File: config.mk
export PLATFORM = sky130hd
export DESIGN_NAME = spi_reg_bank
export DESIGN_NICKNAME = d
export VERILOG_FILES = /design/src/rtl/spi_reg_bank.sv
export SDC_FILE = /design/constraint.sdc
export NUM_CORES = 1
export LEC_CHECK = 0
export ABC_AREA = 0
export ABC_CLOCK_PERIOD_IN_PS = 2400
export BUFFER_PORTS_ARGS = -buffer_cell sky130_fd_sc_hd__clkbuf_2
export CAP_MARGIN = 10
export CELL_PAD_IN_SITES_DETAIL_PLACEMENT = 0
export CELL_PAD_IN_SITES_GLOBAL_PLACEMENT = 1
export CORE_MARGIN = 4
export CORE_UTILIZATION = 41
export DETAILED_ROUTE_END_ITERATION = 7
export HOLD_SLACK_MARGIN = 0.05
export PLACE_DENSITY_LB_ADDON = 0.05
export SLEW_MARGIN = 20
export SYNTH_ARGS = -nofsm -noshare
export SYNTH_HDL_FRONTEND = slang
export SYNTH_SLANG_ARGS = --single-unit
File: constraint.sdc
create_clock -name clk -period 2.4 [get_ports clk]
set_input_delay 0.36 -clock clk [delete_from_list [all_inputs] [get_ports clk]]
set_output_delay 0.36 -clock clk [all_outputs]
set_load 0.05 [all_outputs]
File: src/rtl/spi_reg_bank.sv
// SPI slave front-end with an addressable bank of analog control registers.
// Frames are validated and only committed to dout_p/dout_n on deselect.
module spi_reg_bank #(
    parameter int                DATA_W    = 8,
    parameter int                NUM_REGS  = 4,
    parameter int                ADDR_W    = 2,
    parameter logic [DATA_W-1:0] RESET_VAL = '0
) (
    input  logic                         clk,
    input  logic                         rst,
    input  logic                         sck,
    input  logic                         mosi,
    input  logic                         ss,
    output logic                         miso,
    output logic [NUM_REGS*DATA_W-1:0]   dout_p,
    output logic [NUM_REGS*DATA_W-1:0]   dout_n,
    output logic                         wr_strobe,
    output logic [ADDR_W-1:0]            wr_addr,
    output logic                         frame_err
);

    localparam int CMD_W = 1 + ADDR_W;
    localparam int MAX_W = (CMD_W > DATA_W) ? CMD_W : DATA_W;
    localparam int CNT_W = $clog2(MAX_W + 1);

    typedef enum logic [2:0] {
        S_IDLE, S_CMD, S_DATA, S_DONE, S_ERR
    } state_t;

    logic [1:0] r_sck_s, r_ss_s, r_mosi_s, r_vld;
    logic       r_sck_d, r_ss_d, r_armed;

    // ss fall is only trusted once a genuine high level has been seen
    // after reset, so a frame cut by reset cannot restart by itself.
    always_ff @(posedge clk) begin
        if (rst) begin
            r_sck_s  <= '0;
            r_ss_s   <= '1;
            r_mosi_s <= '0;
            r_sck_d  <= 1'b0;
            r_ss_d   <= 1'b1;
            r_vld    <= '0;
            r_armed  <= 1'b0;
        end else begin
            r_sck_s  <= {r_sck_s[0], sck};
            r_ss_s   <= {r_ss_s[0], ss};
            r_mosi_s <= {r_mosi_s[0], mosi};
            r_sck_d  <= r_sck_s[1];
            r_ss_d   <= r_ss_s[1];
            r_vld    <= {r_vld[0], 1'b1};
            if (r_vld[1] && r_ss_s[1])
                r_armed <= 1'b1;
        end
    end

    logic w_sck_rise, w_sck_fall, w_ss_rise, w_ss_fall, w_mosi;

    assign w_sck_rise = r_sck_s[1] & ~r_sck_d;
    assign w_sck_fall = ~r_sck_s[1] & r_sck_d;
    assign w_ss_rise  = r_ss_s[1] & ~r_ss_d;
    assign w_ss_fall  = r_armed & r_ss_d & ~r_ss_s[1];
    assign w_mosi     = r_mosi_s[1];

    state_t            r_state;
    logic [CNT_W-1:0]  r_cnt;
    logic [CMD_W-1:0]  r_cmd;
    logic [DATA_W-1:0] r_sh_in;
    logic [DATA_W-1:0] r_sh_out;
    logic              r_inv;
    logic              r_miso;
    logic              r_wr_strobe;
    logic              r_frame_err;
    logic [ADDR_W-1:0] r_wr_addr;
    logic [DATA_W-1:0] r_regs [NUM_REGS];

    logic [CMD_W-1:0]  w_cmd_nxt;
    logic [ADDR_W-1:0] w_addr_nxt;
    logic              w_addr_ok;
    logic [DATA_W-1:0] w_rd;
    logic [DATA_W-1:0] w_sh_in_nxt;
    logic [DATA_W-1:0] w_sh_out_nxt;
    logic              w_commit_ok;

    assign w_cmd_nxt    = CMD_W'({r_cmd, w_mosi});
    assign w_addr_nxt   = w_cmd_nxt[ADDR_W-1:0];
    assign w_addr_ok    = int'(w_addr_nxt) < NUM_REGS;
    assign w_sh_in_nxt  = DATA_W'({r_sh_in, w_mosi});
    assign w_sh_out_nxt = r_sh_out << 1;
    assign w_commit_ok  = (r_state == S_DONE) && !r_inv;

    always_comb begin
        w_rd = '0;
        if (w_addr_ok)
            w_rd = r_regs[w_addr_nxt];
    end

    always_ff @(posedge clk) begin
        if (rst) begin
            r_state     <= S_IDLE;
            r_cnt       <= '0;
            r_cmd       <= '0;
            r_sh_in     <= '0;
            r_sh_out    <= '0;
            r_inv       <= 1'b0;
            r_miso      <= 1'b0;
            r_wr_strobe <= 1'b0;
            r_frame_err <= 1'b0;
            r_wr_addr   <= '0;
            for (int k = 0; k < NUM_REGS; k++)
                r_regs[k] <= RESET_VAL;
        end else begin
            r_wr_strobe <= 1'b0;
            r_frame_err <= 1'b0;
            if (w_ss_rise && r_state != S_IDLE) begin
                r_state <= S_IDLE;
                r_miso  <= 1'b0;
                if (w_commit_ok && r_cmd[ADDR_W]) begin
                    r_regs[r_cmd[ADDR_W-1:0]] <= r_sh_in;
                    r_wr_strobe <= 1'b1;
                    r_wr_addr   <= r_cmd[ADDR_W-1:0];
                end else if (!w_commit_ok) begin
                    r_frame_err <= 1'b1;
                end
            end else begin
                unique case (r_state)
                    S_IDLE: if (w_ss_fall) begin
                        r_state <= S_CMD;
                        r_cnt   <= '0;
                        r_cmd   <= '0;
                        r_inv   <= 1'b0;
                    end
                    S_CMD: if (w_sck_rise) begin
                        r_cmd <= w_cmd_nxt;
                        if (r_cnt == CNT_W'(CMD_W - 1)) begin
                            r_state  <= S_DATA;
                            r_cnt    <= '0;
                            r_sh_out <= w_rd;
                            r_miso   <= w_rd[DATA_W-1];
                            r_inv    <= !w_addr_ok;
                        end else begin
                            r_cnt <= r_cnt + 1'b1;
                        end
                    end
                    // the fall right after the command phase keeps the MSB
                    S_DATA: if (w_sck_rise) begin
                        r_sh_in <= w_sh_in_nxt;
                        if (r_cnt == CNT_W'(DATA_W - 1)) begin
                            r_state <= S_DONE;
                            r_miso  <= 1'b0;
                        end else begin
                            r_cnt <= r_cnt + 1'b1;
                        end
                    end else if (w_sck_fall && r_cnt != '0) begin
                        r_sh_out <= w_sh_out_nxt;
                        r_miso   <= w_sh_out_nxt[DATA_W-1];
                    end
                    S_DONE: if (w_sck_rise)
                        r_state <= S_ERR;
                    S_ERR: ;
                    default: r_state <= S_IDLE;
                endcase
            end
        end
    end

    for (genvar k = 0; k < NUM_REGS; k++) begin : g_out
        assign dout_p[k*DATA_W +: DATA_W] = r_regs[k];
    end

    assign dout_n    = ~dout_p;
    assign miso      = r_miso;
    assign wr_strobe = r_wr_strobe;
    assign wr_addr   = r_wr_addr;
    assign frame_err = r_frame_err;

endmodule

# Yosys cells after proc, flatten, opt, wreduce, memory -nomap -nowiden
# Memories as Yosys holds them, arrays and structs flattened.
# Cells that the tools add are included.
[totals]
ff_bits = 42
latch_bits = 0
mem_bits_rw = 32
romBits = 0
input_bits = 5
out_inout_bits = 69
n_memories = 1
[mem_list]
columns = ["memory", "words", "width", "rd", "rd_clocked_by_memory_dff", "wr", "line", "text"]
rows = [
  ["r_regs", 4, 8, 5, 0, 4, "74", "logic [DATA_W-1:0] r_regs [NUM_REGS];"],
]
[classes]
add_sub_neg = 1
n_mul = 0
div = 0
magnitude_cmp = 0
n_eq_ne = 17
shifts = 0
n_mux = 42
bitwise = 12
reduce_logical = 23
[op_table]
columns = ["operator", "count"]
rows = [
  ["$not A32 Y32", 1],
  ["$mux W7", 4],
  ["$mux W3", 8],
  ["$mux W4", 5],
  ["$ne A2 B2 Y1 const B", 9],
  ["$mux W1", 17],
  ["$pmux W3 S5", 1],
  ["$pmux W7 S2", 1],
  ["$pmux W4 S3", 1],
  ["$reduce_and A6 Y1", 2],
  ["$reduce_and A5 Y1", 2],
  ["$mux W8", 1],
  ["$reduce_or A8 Y1", 1],
  ["$reduce_and A7 Y1", 1],
  ["$eq A3 B2 Y1 const B", 2],
  ["$ne A3 B3 Y1 const B", 2],
  ["$not A1 Y1", 6],
  ["$pmux W3 S2", 1],
  ["$reduce_bool A3 Y1", 2],
  ["$and A1 B1 Y1", 5],
  ["$logic_and A1 B1 Y1", 5],
  ["$add A4 B1 Y4 const B", 1],
  ["$eq A4 B2 Y1 const B", 1],
  ["$eq A4 B3 Y1 const B", 1],
  ["other kinds (13)", 15],
]

# Logic depth before layout (Yosys ltp)
[logic_depth]
word_depth = 9
ltp_mapped = 8
depth_no_buf = 7

# Worst setup path before layout
# Ideal clock, no wire load.
[synth_path]
path_kind = "register to register"
from = "register r_state[2]"
to = "memory r_regs[0][0] (enable)"
setup_time_ns = 0.310
arrival_ns = 1.668
required_time_ns = 2.090
slack_ns = 0.422
stages_incl_launch_ff = 7
n_path_buf = 1
period_less_slack_ns = 1.978
cell_sequence = "dfxtp_1 -> buf_6 -> and3b_2 -> and3_1 -> and2_1 -> nor3b_1 -> or2_2"
[synth_lines]
columns = ["element", "line", "text"]
rows = [
  ["start: declaration", "64", "state_t r_state;"],
  ["start signal: assignment", "99", "r_state <= S_IDLE;"],
  ["start signal: assignment", "115", "r_state <= S_IDLE;"],
  ["start signal: assignment", "127", "r_state <= S_CMD;"],
  ["end: declaration", "74", ""],
]

# Worst setup path after layout
[layout_path]
from = "register r_state[0]"
to = "register r_sh_out[0]"
[layout_between]
elab_chain_cells = 4
elab_cells_between_ends = 12
[layout_rtl]
columns = ["element", "line", "text"]
rows = [
  ["parallel branches: the longest is 4 deep, another holds $reduce_and A6 Y1", "-", ""],
  ["end signal: assignment", "137", "r_sh_out <= w_rd;"],
  ["end signal: assignment", "154", "r_sh_out <= w_sh_out_nxt;"],
  ["end: declaration", "68", "logic [DATA_W-1:0] r_sh_out;"],
]
# Parallel ways; which one is timed is not known.
# A chain may end at the register's enable or synchronous reset.

==> flow_summary.toml <==
[worst_setup_path]
r2r-start = "r_state[0]"
worstPathArrival_ns = 2.28
path_buf_inv = 1
regToRegEndpoint = "r_sh_out[0]"
reg2reg_slack_ns = 0.34
crit_chain = "buf_4 > or3b_1 > a2111oi_4 > o21ba_4 > nor3b_1 > a41o_1"
slowest_stage = "a2111oi_4"
critPathKind = "reg -> reg"
cp_max_fo = 15
rr_worst_depth = 6
critPathMaxStageDelay_ns = 0.44
end_kind = "flip-flop"
required_ns = 2.62
crit_family = "compound AO/OA/AOI/OAI gates"
start_kind = "flip-flop"

[clock_network]
h-tree-depth = 3
post_cts_buffers = 0
path_clk_slew_ns = 0.07
cts.repair.resized = 0
cts_tree = "done"
cts_buffer_depth = 2
clock-sinks = 73
postCtsHoldBufs = 0
numCtsBuffers = 9
cts-root-buf = "clkbuf_8"
clock_latency_ns = 0.34

[placed_design]
placed_cells = 491
portBuffers = 73
gp_congestion = 0.810
hpwl_um = 5810

[synth]
yosysSeqAreaShare_pct = 53.6
syn_inst = 320
syn-cell-area_sq_mm = 0.00333
synth-seq-cells = 73
yosys-top-cells-area = "edfxtp_1 (29%), dfxtp_1 (25%), mux4_2 (5.4%), and2_1 (4.7%), inv_1 (4.3%)"
syn_avg_cell_area_sq_um = 10.4
synthArstFlopShare_pct = 0
synthesis.nets = 328
yosys_warnings = 0
yosysTopAreaCellShare_pct = 28.9
yosysTopAreaCell = "edfxtp_1"
ys.flop_type = "dfxtp_1"
ys_types = 43
synth_edf_count = 32

[power]
p_per_area_mw_per_mm2 = 620
p_leak_nw = 1.71
peakVddDrop_uv = 380

[grt]
use_met2_pct = 27.4
met1_usage_pct = 24.5
grt_max_degree = 33
grt_busiest_layer = "met2"
antenna_found_initial = 0
groute.usage.overall_pct = 17.3
grt_use_met3_pct = 2.79
grt_pass1_wl_um = 13100
grt_pass1_vias = 2365
overflow = 0

[sta]
max_slew_margin_pct = 60.2
setup_tns_ns = 0
setup_viol = 0
drv_slew = 0
period_needed_ns = 2.06
tightest_slew_ns = 0.595
rsz0062_at_grt = "no"
hold_viol = 0
skew_ns = 0.0115
min_period_over_period_pct = 85.8
max_freq_ghz = 0.486

[routing]
postRouteAntennaNets = 0
drt-total-wl_um = 8170
drt_iter0_drc = 147
drt-pass1-iter-count = 4
vias_per_cell = 5.00
wire_per_inst_um = 16.1
vias = 2537
drc_errors = 0

[floorplanning]
die_h_um = 98.1
io_pins = 74
core_sq_mm = 0.00781
start_util_pct = 42.6
die-area_sq_mm = 0.00962
row_count = 32
die_width_um = 98.1

[min_path]
hp-class = "in -> reg"
min_from = "ss"
whs_path_depth = 2
hold_end = "r_ss_s[0]"

[final_layout]
final_nets = 408
drive_above_1_share_pct = 30.1
stdcell_count = 507
syn_to_final_growth_pct = 20.4
antennaDiodeCount = 0
fin_util_pct = 51.3

[outcome]
status = "finished, final reports clean"

[run]
drv_cap = 0
## flip-flops by register name (all words and copies together) (netlist names)
signal     flops
r_sh_in        8
r_mosi_s       2
r_state        3
wr_strobe      1
r_cmd          3
r_cnt          4
r_sck_s        2
miso           1
r_vld          2
wr_addr        2
r_ss_d         1
r_sck_d        1
r_regs        32
r_ss_s         2
r_armed        1
frame_err      1
r_sh_out       7
## cells in the mapped netlist, drive strengths merged, types with 2 or more instances
library cell	n
a211oi	2
a21oi	17
a31oi	6
and2	25
and3	9
and3b	4
buf	7
clkbuf	11
dfxtp	41
edfxtp	32
ha	3
inv	38
mux2i	6
mux4	8
nand2	29
nand2b	2
nand3	10
nand4	3
nor2	16
nor2b	7
nor3	4
nor3b	5
o21ai	10
o22ai	3
or2	6
or3b	3
## kinds of logic (layout without fill, tap and decap cells)
kind of cell,Yosys count,in the layout,share of synthesized area [%]
muxes,14,14,7.22
xor gates and xnor gates,1,1,0.263
and+or+nand+nor,128,128,21.4
DFF,73,73,53.6
buffers and inverters,56,141,7.34
adders and majority gates,3,3,1.13
AOI/OAI and AO/OA,45,45,9.03
## placed cells by master, fill, tap and decap left out, types with 2 or more instances in the layout
cell type	netlist	final
nor3b_1	4	3
nand2b_1	2	2
inv_1	38	38
a21oi_1	17	17
clkbuf_8	0	11
dfxtp_1	41	41
mux4_2	8	8
o21ai_0	6	6
clkinv_2	0	2
nand3_1	10	10
a211oi_1	2	2
buf_4	0	14
edfxtp_1	32	32
and3b_1	3	3
nor3b_2	1	2
nor2b_1	7	7
nand4_1	3	3
and3_1	9	9
ha_1	3	3
o21ai_1	4	4
nor3_1	4	4
clkbuf_2	0	73
or3b_1	3	3
nand2_1	29	29
or2_2	6	6
mux2i_1	6	6
a31oi_1	6	6
o22ai_1	3	3
and2_1	25	25
clkbuf_1	11	2
nor2_1	16	16
## worst max path at each step
| stage | to | slack (ns) | cells after the start | startpoint |
|---|---|---|---|---|
| 2_1_floorplan | r_regs[0][0] | 0.42 | 6 | r_state[2] |
| 3_3_place_gp | r_regs[0][0] | 0.27 | 5 | r_state[2] |
| 4_1_cts | r_regs[0][3] | 0.18 | 5 | r_state[2] |
| 6_report | r_sh_out[0] | 0.34 | 6 | r_state[0] |
| 5_1_grt | r_cnt[3] | 0.21 | 6 | r_cnt[0] |
| 3_5_place_dp | r_regs[0][3] | 0.18 | 5 | r_state[2] |
## per-layer routing
metal	part of all wire [%]	vias to the layer above
li1	-	1254
met1	49	1222
met2	46	52
met3	3.6	9
met4	0.94	0
met5	0	-
## where the power goes
group / leakage [nW] / switching [mW] / total (mW) / internal (mW)
logic: 0.960 / 0.206 / 0.267 / 0.0614
registers: 0.663 / 0.0230 / 1.34 / 1.32
clock network: 0.0894 / 0.442 / 0.872 / 0.430
## stage by stage
stage | setup WS [ns] | hold WS, ns | instance area (sq um) | power [mW]
global route | 0.207 | 0.197 | 4000 | 2.58
detailed placement | 0.185 | 0.392 | 3820 | 1.64
floorplan | 0.422 | 0.389 | 3330 | 1.57
global placement | 0.271 | 0.395 | 3820 | 1.64
CTS | 0.178 | 0.191 | 4000 | 2.50
finish | 0.341 | 0.202 | 4000 | 2.48
## layout make-up
cell class | instances | area (sq um)
fillers | 735 | 3800
flip-flops and latches | 73 | 1780
multi-input cells | 191 | 1310
repair buffers | 87 | 470
clock buffers | 13 | 159
inverters | 38 | 143
well taps | 102 | 128
clock inverters | 3 | 17.5
No activity file was read; power rests on OpenSTA's default activity.
